--- src/rtl/stack_pkg.sv ---
// Shared types and sizing helpers for the LIFO stack datapath.
package stack_pkg;

  typedef enum logic [1:0] {
    EMPTY,
    PARTIAL,
    FULL
  } stackState_t;

  // Occupancy counter must represent 0..depth inclusive.
  function automatic int countWidth(input int depth);
    return $clog2(depth + 1);
  endfunction

endpackage

--- src/rtl/stack_mem.sv ---
// DEPTH x WIDTH register array: one synchronous write port, one combinational read port.
module stack_mem
  import stack_pkg::*;
#(
  parameter int WIDTH = 8,
  parameter int DEPTH = 8,
  parameter int AW    = $clog2(DEPTH)
) (
  input  logic             clk,
  input  logic             wr_en,
  input  logic [AW-1:0]    wr_addr,
  input  logic [WIDTH-1:0] wr_data,
  input  logic [AW-1:0]    rd_addr,
  output logic [WIDTH-1:0] rd_data
);

  logic [WIDTH-1:0] mem_q [DEPTH];

  // Contents are never cleared; only occupied entries are ever read.
  always_ff @(posedge clk) begin
    if (wr_en) begin
      mem_q[wr_addr] <= wr_data;
    end
  end

  assign rd_data = mem_q[rd_addr];

endmodule

--- src/rtl/lifo_stack.sv ---
// LIFO stack with registered pop port, occupancy tracking and sticky error flags.
module lifo_stack
  import stack_pkg::*;
#(
  parameter int WIDTH = 8,
  parameter int DEPTH = 8
) (
  input  logic                         Clk,
  input  logic                         Clr_n,
  input  logic                         Push,
  input  logic [WIDTH-1:0]             Din,
  input  logic                         Pop,
  output logic [WIDTH-1:0]             Dout,
  output logic                         Dout_valid,
  output logic                         Full,
  output logic                         Empty,
  output logic [countWidth(DEPTH)-1:0] Count,
  output logic                         Overflow,
  output logic                         Underflow
);

  localparam int CW = countWidth(DEPTH);
  localparam int AW = $clog2(DEPTH);

  stackState_t      state_q, state_d;
  logic [CW-1:0]    count_q, count_d;
  logic [WIDTH-1:0] dout_q, dout_d;
  logic             doutValid_q, doutValid_d;
  logic             overflow_q, overflow_d;
  logic             underflow_q, underflow_d;

  logic             wrEn;
  logic [AW-1:0]    wrAddr;
  logic [AW-1:0]    topAddr;
  logic [WIDTH-1:0] rdData;
  logic             isEmpty;
  logic             isFull;

  assign isEmpty = (state_q == EMPTY);
  assign isFull  = (state_q == FULL);
  // Top-of-stack index is only formed when something is stored.
  assign topAddr = (count_q != '0) ? AW'(count_q - CW'(1)) : '0;

  stack_mem #(
    .WIDTH (WIDTH),
    .DEPTH (DEPTH),
    .AW    (AW)
  ) u_mem (
    .clk     (Clk),
    .wr_en   (wrEn),
    .wr_addr (wrAddr),
    .wr_data (Din),
    .rd_addr (topAddr),
    .rd_data (rdData)
  );

  always_ff @(posedge Clk) begin
    if (!Clr_n) begin
      state_q     <= EMPTY;
      count_q     <= '0;
      dout_q      <= '0;
      doutValid_q <= 1'b0;
      overflow_q  <= 1'b0;
      underflow_q <= 1'b0;
    end else begin
      state_q     <= state_d;
      count_q     <= count_d;
      dout_q      <= dout_d;
      doutValid_q <= doutValid_d;
      overflow_q  <= overflow_d;
      underflow_q <= underflow_d;
    end
  end

  always_comb begin
    count_d     = count_q;
    dout_d      = dout_q;
    doutValid_d = 1'b0;
    overflow_d  = overflow_q;
    underflow_d = underflow_q;
    wrEn        = 1'b0;
    wrAddr      = AW'(count_q);
    if (Push && Pop) begin
      if (isEmpty) begin
        wrEn        = 1'b1;
        count_d     = CW'(1);
        underflow_d = 1'b1;
      end else begin
        // Replace-top: old top leaves on Dout while Din overwrites it.
        dout_d      = rdData;
        doutValid_d = 1'b1;
        wrEn        = 1'b1;
        wrAddr      = topAddr;
      end
    end else if (Push) begin
      if (isFull) begin
        overflow_d = 1'b1;
      end else begin
        wrEn    = 1'b1;
        count_d = count_q + CW'(1);
      end
    end else if (Pop) begin
      if (isEmpty) begin
        underflow_d = 1'b1;
      end else begin
        dout_d      = rdData;
        doutValid_d = 1'b1;
        count_d     = count_q - CW'(1);
      end
    end
    wrEn = wrEn & Clr_n;

    if (count_d == '0) begin
      state_d = EMPTY;
    end else if (count_d == CW'(DEPTH)) begin
      state_d = FULL;
    end else begin
      state_d = PARTIAL;
    end
  end

  always_comb begin
    Empty      = (state_q == EMPTY);
    Full       = (state_q == FULL);
    Count      = count_q;
    Dout       = dout_q;
    Dout_valid = doutValid_q;
    Overflow   = overflow_q;
    Underflow  = underflow_q;
  end

endmodule

--- config.mk ---
export PLATFORM = sky130hd
export DESIGN_NAME = lifo_stack
export DESIGN_NICKNAME = d
export VERILOG_FILES = /design/src/rtl/stack_pkg.sv /design/src/rtl/stack_mem.sv /design/src/rtl/lifo_stack.sv
export SDC_FILE = /design/constraint.sdc
export NUM_CORES = 1
export LEC_CHECK = 0
export CORE_MARGIN = 8
export CORE_UTILIZATION = 60
export CTS_BUF_LIST = sky130_fd_sc_hd__clkbuf_8
export DETAILED_ROUTE_END_ITERATION = 7
export PLACE_DENSITY = 0.88
export SYNTH_ARGS = -nofsm -noshare
export SYNTH_HDL_FRONTEND = slang
export SYNTH_HIERARCHICAL = 1
export SYNTH_SLANG_ARGS = --single-unit
export TNS_END_PERCENT = 100
--- constraint.sdc ---
create_clock -name Clk -period 5.7 [get_ports Clk]
set_clock_uncertainty 0.05 [all_clocks]
set_input_delay 1.425 -clock Clk [delete_from_list [all_inputs] [get_ports Clk]]
set_output_delay 1.425 -clock Clk [all_outputs]
set_load 0.01 [all_outputs]
After elaboration in Yosys (flattened, before gate mapping)
Memory sizes are Yosys's and may differ from the RTL's.
Cells that the tools add are included.
{"block": "classes", "addsub": 2, "multipliers": 0, "div": 0, "n_lt_le_gt_ge": 0, "n_eq_ne": 3, "n_shift": 0, "n_mux": 27, "n_bitwise": 3, "reduce_logical": 8}
{"operator": "$mux W8", "count": 4}
{"operator": "$mux W4", "count": 6}
{"operator": "$mux W1", "count": 13}
{"operator": "$mux W3", "count": 3}
{"operator": "$add A4 B1 Y4 const B", "count": 1}
{"operator": "$eq A4 B4 Y1 const B", "count": 1}
{"operator": "$logic_not A4 Y1", "count": 1}
{"operator": "$reduce_bool A4 Y1", "count": 1}
{"operator": "$sub A4 B1 Y4 const B", "count": 1}
{"operator": "$reduce_and A3 Y1", "count": 1}
{"operator": "$eq A2 B2 Y1 const B", "count": 1}
{"operator": "$logic_not A2 Y1", "count": 1}
{"operator": "$mux W2", "count": 1}
{"operator": "$ne A2 B1 Y1 const B", "count": 1}
{"operator": "$not A1 Y1", "count": 2}
{"operator": "$reduce_and A2 Y1", "count": 1}
{"operator": "$reduce_bool A2 Y1", "count": 1}
{"operator": "$reduce_or A2 Y1", "count": 1}
{"operator": "$and A1 B1 Y1", "count": 1}
{"operator": "$logic_and A1 B1 Y1", "count": 1}
{"block": "totals", "regBits": 17, "latchBits": 0, "mem_bits_rw": 64, "mem_bits_ro": 0, "out_inout_bits": 17, "mem_count": 1}
{"memory": "u_mem.mem_q", "words": 8, "word_bits": 8, "rd": 1, "rd_clocked_by_memory_dff": 0, "wr": 1, "line_no": "stack_mem.sv:17", "text": "logic [WIDTH-1:0] mem_q [DEPTH];"}

Logic depth before layout (Yosys ltp)
{"block": "logic_depth", "word_depth": 7, "depth_mapped": 10}

Hierarchy
The synthesis kept the hierarchy.
{"mod": "stack_mem", "n_inst": 1, "cells_each": 106, "area_per_inst_um2": 2531.2}
{"mod": "lifo_stack", "n_inst": 1, "cells_each": 113, "area_per_inst_um2": 947.2}

Worst setup path after synthesis
No wires, ideal clock.
{"block": "synth_path", "path_type": "input to register", "startpoint": "in Pop", "endpoint": "mem u_mem.mem_q[0][0], enable pin", "t_arrival_ps": 3090, "required_ps": 5267, "slack_ps": 2176, "cell_stages": 7, "n_path_buf": 2, "path_cell_list": "buf_4 o21a_2 buf_2 nand2_1 mux2_1 nand2b_1 nor3_1"}
{"element": "start: declaration", "line_no": "lifo_stack.sv:12", "text": "input logic Pop,"}
{"element": "$logic_and A1 B1 Y1", "line_no": "lifo_stack.sv:83", "text": "if (Push && Pop) begin"}
{"element": "$mux W3", "line_no": "lifo_stack.sv:83"}
{"element": "named net wrAddr[2]", "line_no": "lifo_stack.sv:33", "text": "logic [AW-1:0] wrAddr;"}
{"element": "end: declaration", "line_no": "stack_mem.sv:17"}
The timed path passes the listed nets, and every way through them passes these cells.

Worst setup path after layout
{"block": "layout_path", "startpoint": "in Pop", "endpoint": "mem u_mem.mem_q[0][7], enable pin"}
Same word-level chain as after synthesis.

==> results.json <==
{
  "cts_buffers": 9,
  "io_pins": 29,
  "worstSetupStartpointType": "primary input",
  "yosysSeqAreaShare_pct": 65.0,
  "dr.first_iter.drc_count": 191,
  "grt_start_max_net_pins": 19,
  "antenna_cells": 0,
  "netlist_area_um2": 3480,
  "die_x_um": 92.1,
  "setup_viol": 0,
  "ctsResizeCount": 0,
  "leakagePower_nw": 1.36,
  "cts-root-buf": "clkbuf_8",
  "drt-pass1-iter-count": 4,
  "grt-ovfl-total": 0,
  "setup_tns_ns": 0,
  "vias": 1903,
  "dieHeight_um": 92.1,
  "drt-total-wl_mm": 6.15,
  "core_um2": 5540,
  "setup_slack_ns": 1.66,
  "finalCritPeriodShare_pct": 70.9,
  "synth_nets": 235,
  "area_growth_pct": 14.6,
  "synthTopCellsByCount": "64 x edfxtp_1, 22 x nand2_1, 17 x dfxtp_1",
  "synth_top_flop_cell": "edfxtp_1",
  "holdWs_ns": 0.404,
  "worstHoldPathType": "reg2reg",
  "pre_cts_ws_ns": 1.32,
  "synth_edf_count": 64,
  "gp_congestion": 0.835,
  "drive_above_1_share_pct": 13.3,
  "htree_levels": 3,
  "worstPathArrival_ns": 3.96,
  "hpwl_mm": 4.22,
  "fill_cells": 353,
  "ys_seq_elements": 81,
  "grt_pass1_wl_mm": 9.69,
  "hold_violations": 0,
  "drv_cap": 0,
  "slew_headroom_pct": 19.6,
  "worstPathRequired_ns": 5.62,
  "synth.most_common_cell": "edfxtp_1",
  "numClockSinks": 81,
  "ant_nets": 0,
  "clk_pin_slew_ns": 0.08,
  "cp-end-kind": "register",
  "status": "completed",
  "post_cts_buffers": 0,
  "grt_usage_pct": 15.2,
  "cts_hold_buf": 0,
  "cp_max_fo": 12,
  "drv_slew": 0,
  "viasPerCell": 5.82,
  "synth_area_leaders": "edfxtp_1 55%, mux4_1 11%, dfxtp_1 9.8%",
  "initial_core_util_pct": 62.8,
  "tightest_slew_ns": 1.20,
  "synthDominantCellAreaShare_pct": 55.3,
  "irDropWorstVdd_mv": 0.226,
  "fin_nets": 266,
  "avgSynthCellArea_um2": 15.9,
  "drc": 0,
  "clock_path_buffers": 2,
  "routedWlPerCell_um": 18.8,
  "yosys.area.top_type": "edfxtp_1",
  "grt_pass1_vias": 1888,
  "worstSetupPathType": "in2reg",
  "fin_crit_ns": 4.04,
  "yosys_warnings": 6,
  "clock_latency_ns": 0.34,
  "synth.distinct_cells": 44,
  "dp_cells": 311,
  "rows": 27,
  "max_freq_ghz": 0.247,
  "cts_tree": "done",
  "dieArea_um2": 8490,
  "powerDensity_nw_per_um2": 332,
  "antenna_found_initial": 0,
  "place.port_buffers": 28,
  "final_cells": 327,
  "syn_inst": 219,
  "async_flop_share_pct": 0,
  "rsz0062_at_grt": "false"
}
==> cells in the final DEF, fill, tap and decap left out, types with 2 or more instances in the layout <==
master,n
o21ai_1,2
mux2_2,9
a21boi_0,2
inv_2,2
mux2_1,3
ha_1,4
mux4_1,15
nand2_1,22
o21ai_0,2
a21oi_1,3
inv_1,5
clkinvlp_4,3
nor3b_1,3
o21a_1,2
nand2b_1,5
nor2_1,11
nand3_1,2
a21boi_1,7
dfxtp_1,17
mux2i_1,2
nor3_1,3
edfxtp_1,64
buf_4,2
nor2b_1,5
and2_1,4
a31oi_1,2
clkdlybuf4s50_1,28
clkbuf_8,9
==> final cells by class <==
class,instances,area [µm²],area share (%)
Inverter,6,22.5,0.565
Multi-Input combinational cell,122,1120,28.2
Sequential cell,81,2260,56.7
Tap cell,72,90.1,2.26
Timing Repair Buffer,30,295,7.41
Clock buffer,9,124,3.11
Clock inverter,7,70.1,1.76
==> cell families after synthesis <==
family	count (synthesis)	share of synthesized area, %
AOI/OAI and AO/OA	26	5.29
buffers and inverters	16	2.66
DFF	81	65.0
adders and majority gates	4	1.44
and+or+nand+nor	62	9.14
muxes	30	16.4
==> state kept, by name, summed over array words and instances, names as in the netlist <==
signal,flops
Count,4
Dout,8
Overflow,1
state_q,2
Dout_valid,1
Underflow,1
u_mem/mem_q,64
==> per-stage QoR <==
step                      power (mW)  area [µm²]  util [%]
after floorplan                0.862        3480         -
after global placement         0.922        3790      68.5
after detailed placement       0.929        3790      68.5
after CTS                       1.33        3990      72.0
after global routing            1.38        3990      72.0
final                           1.32        3990      72.0
==> critical path, cell delays in order <==
cell	delay, ns
clkdlybuf4s50_1	0.63
o21a_2	0.32
nand2_1	0.17
mux2_1	0.37
nand2b_1	0.20
nor3_1	0.84
==> power by group <==
| part | internal (mW) | leakage [nW] | total, mW | switching, mW |
|---|---|---|---|---|
| clock | 0.201 | 0.0931 | 0.407 | 0.205 |
| combinational | 0.128 | 0.548 | 0.243 | 0.115 |
| sequential | 0.660 | 0.717 | 0.675 | 0.0150 |
==> layer usage <==
layer,vias to the layer above,track usage [%],routed length (µm)
li1,903,-,-
met1,911,19.8,2790
met2,81,22.3,2790
met3,8,5.22,498
met4,0,6.98,75
met5,-,0,0
==> path summary, 6_finish.rpt <==
path,from,end,slack [ns],depth (start not counted)
worst min register to register,Dout[7],Dout[7],0.40,2
worst max register to register,Count[0],u_mem/mem_q[4][0],2.53,7
worst min-delay path,Dout[7],Dout[7],0.40,2
worst max-delay path,Pop,u_mem/mem_q[0][7],1.66,6
No activity file was read; power rests on OpenSTA's default activity.
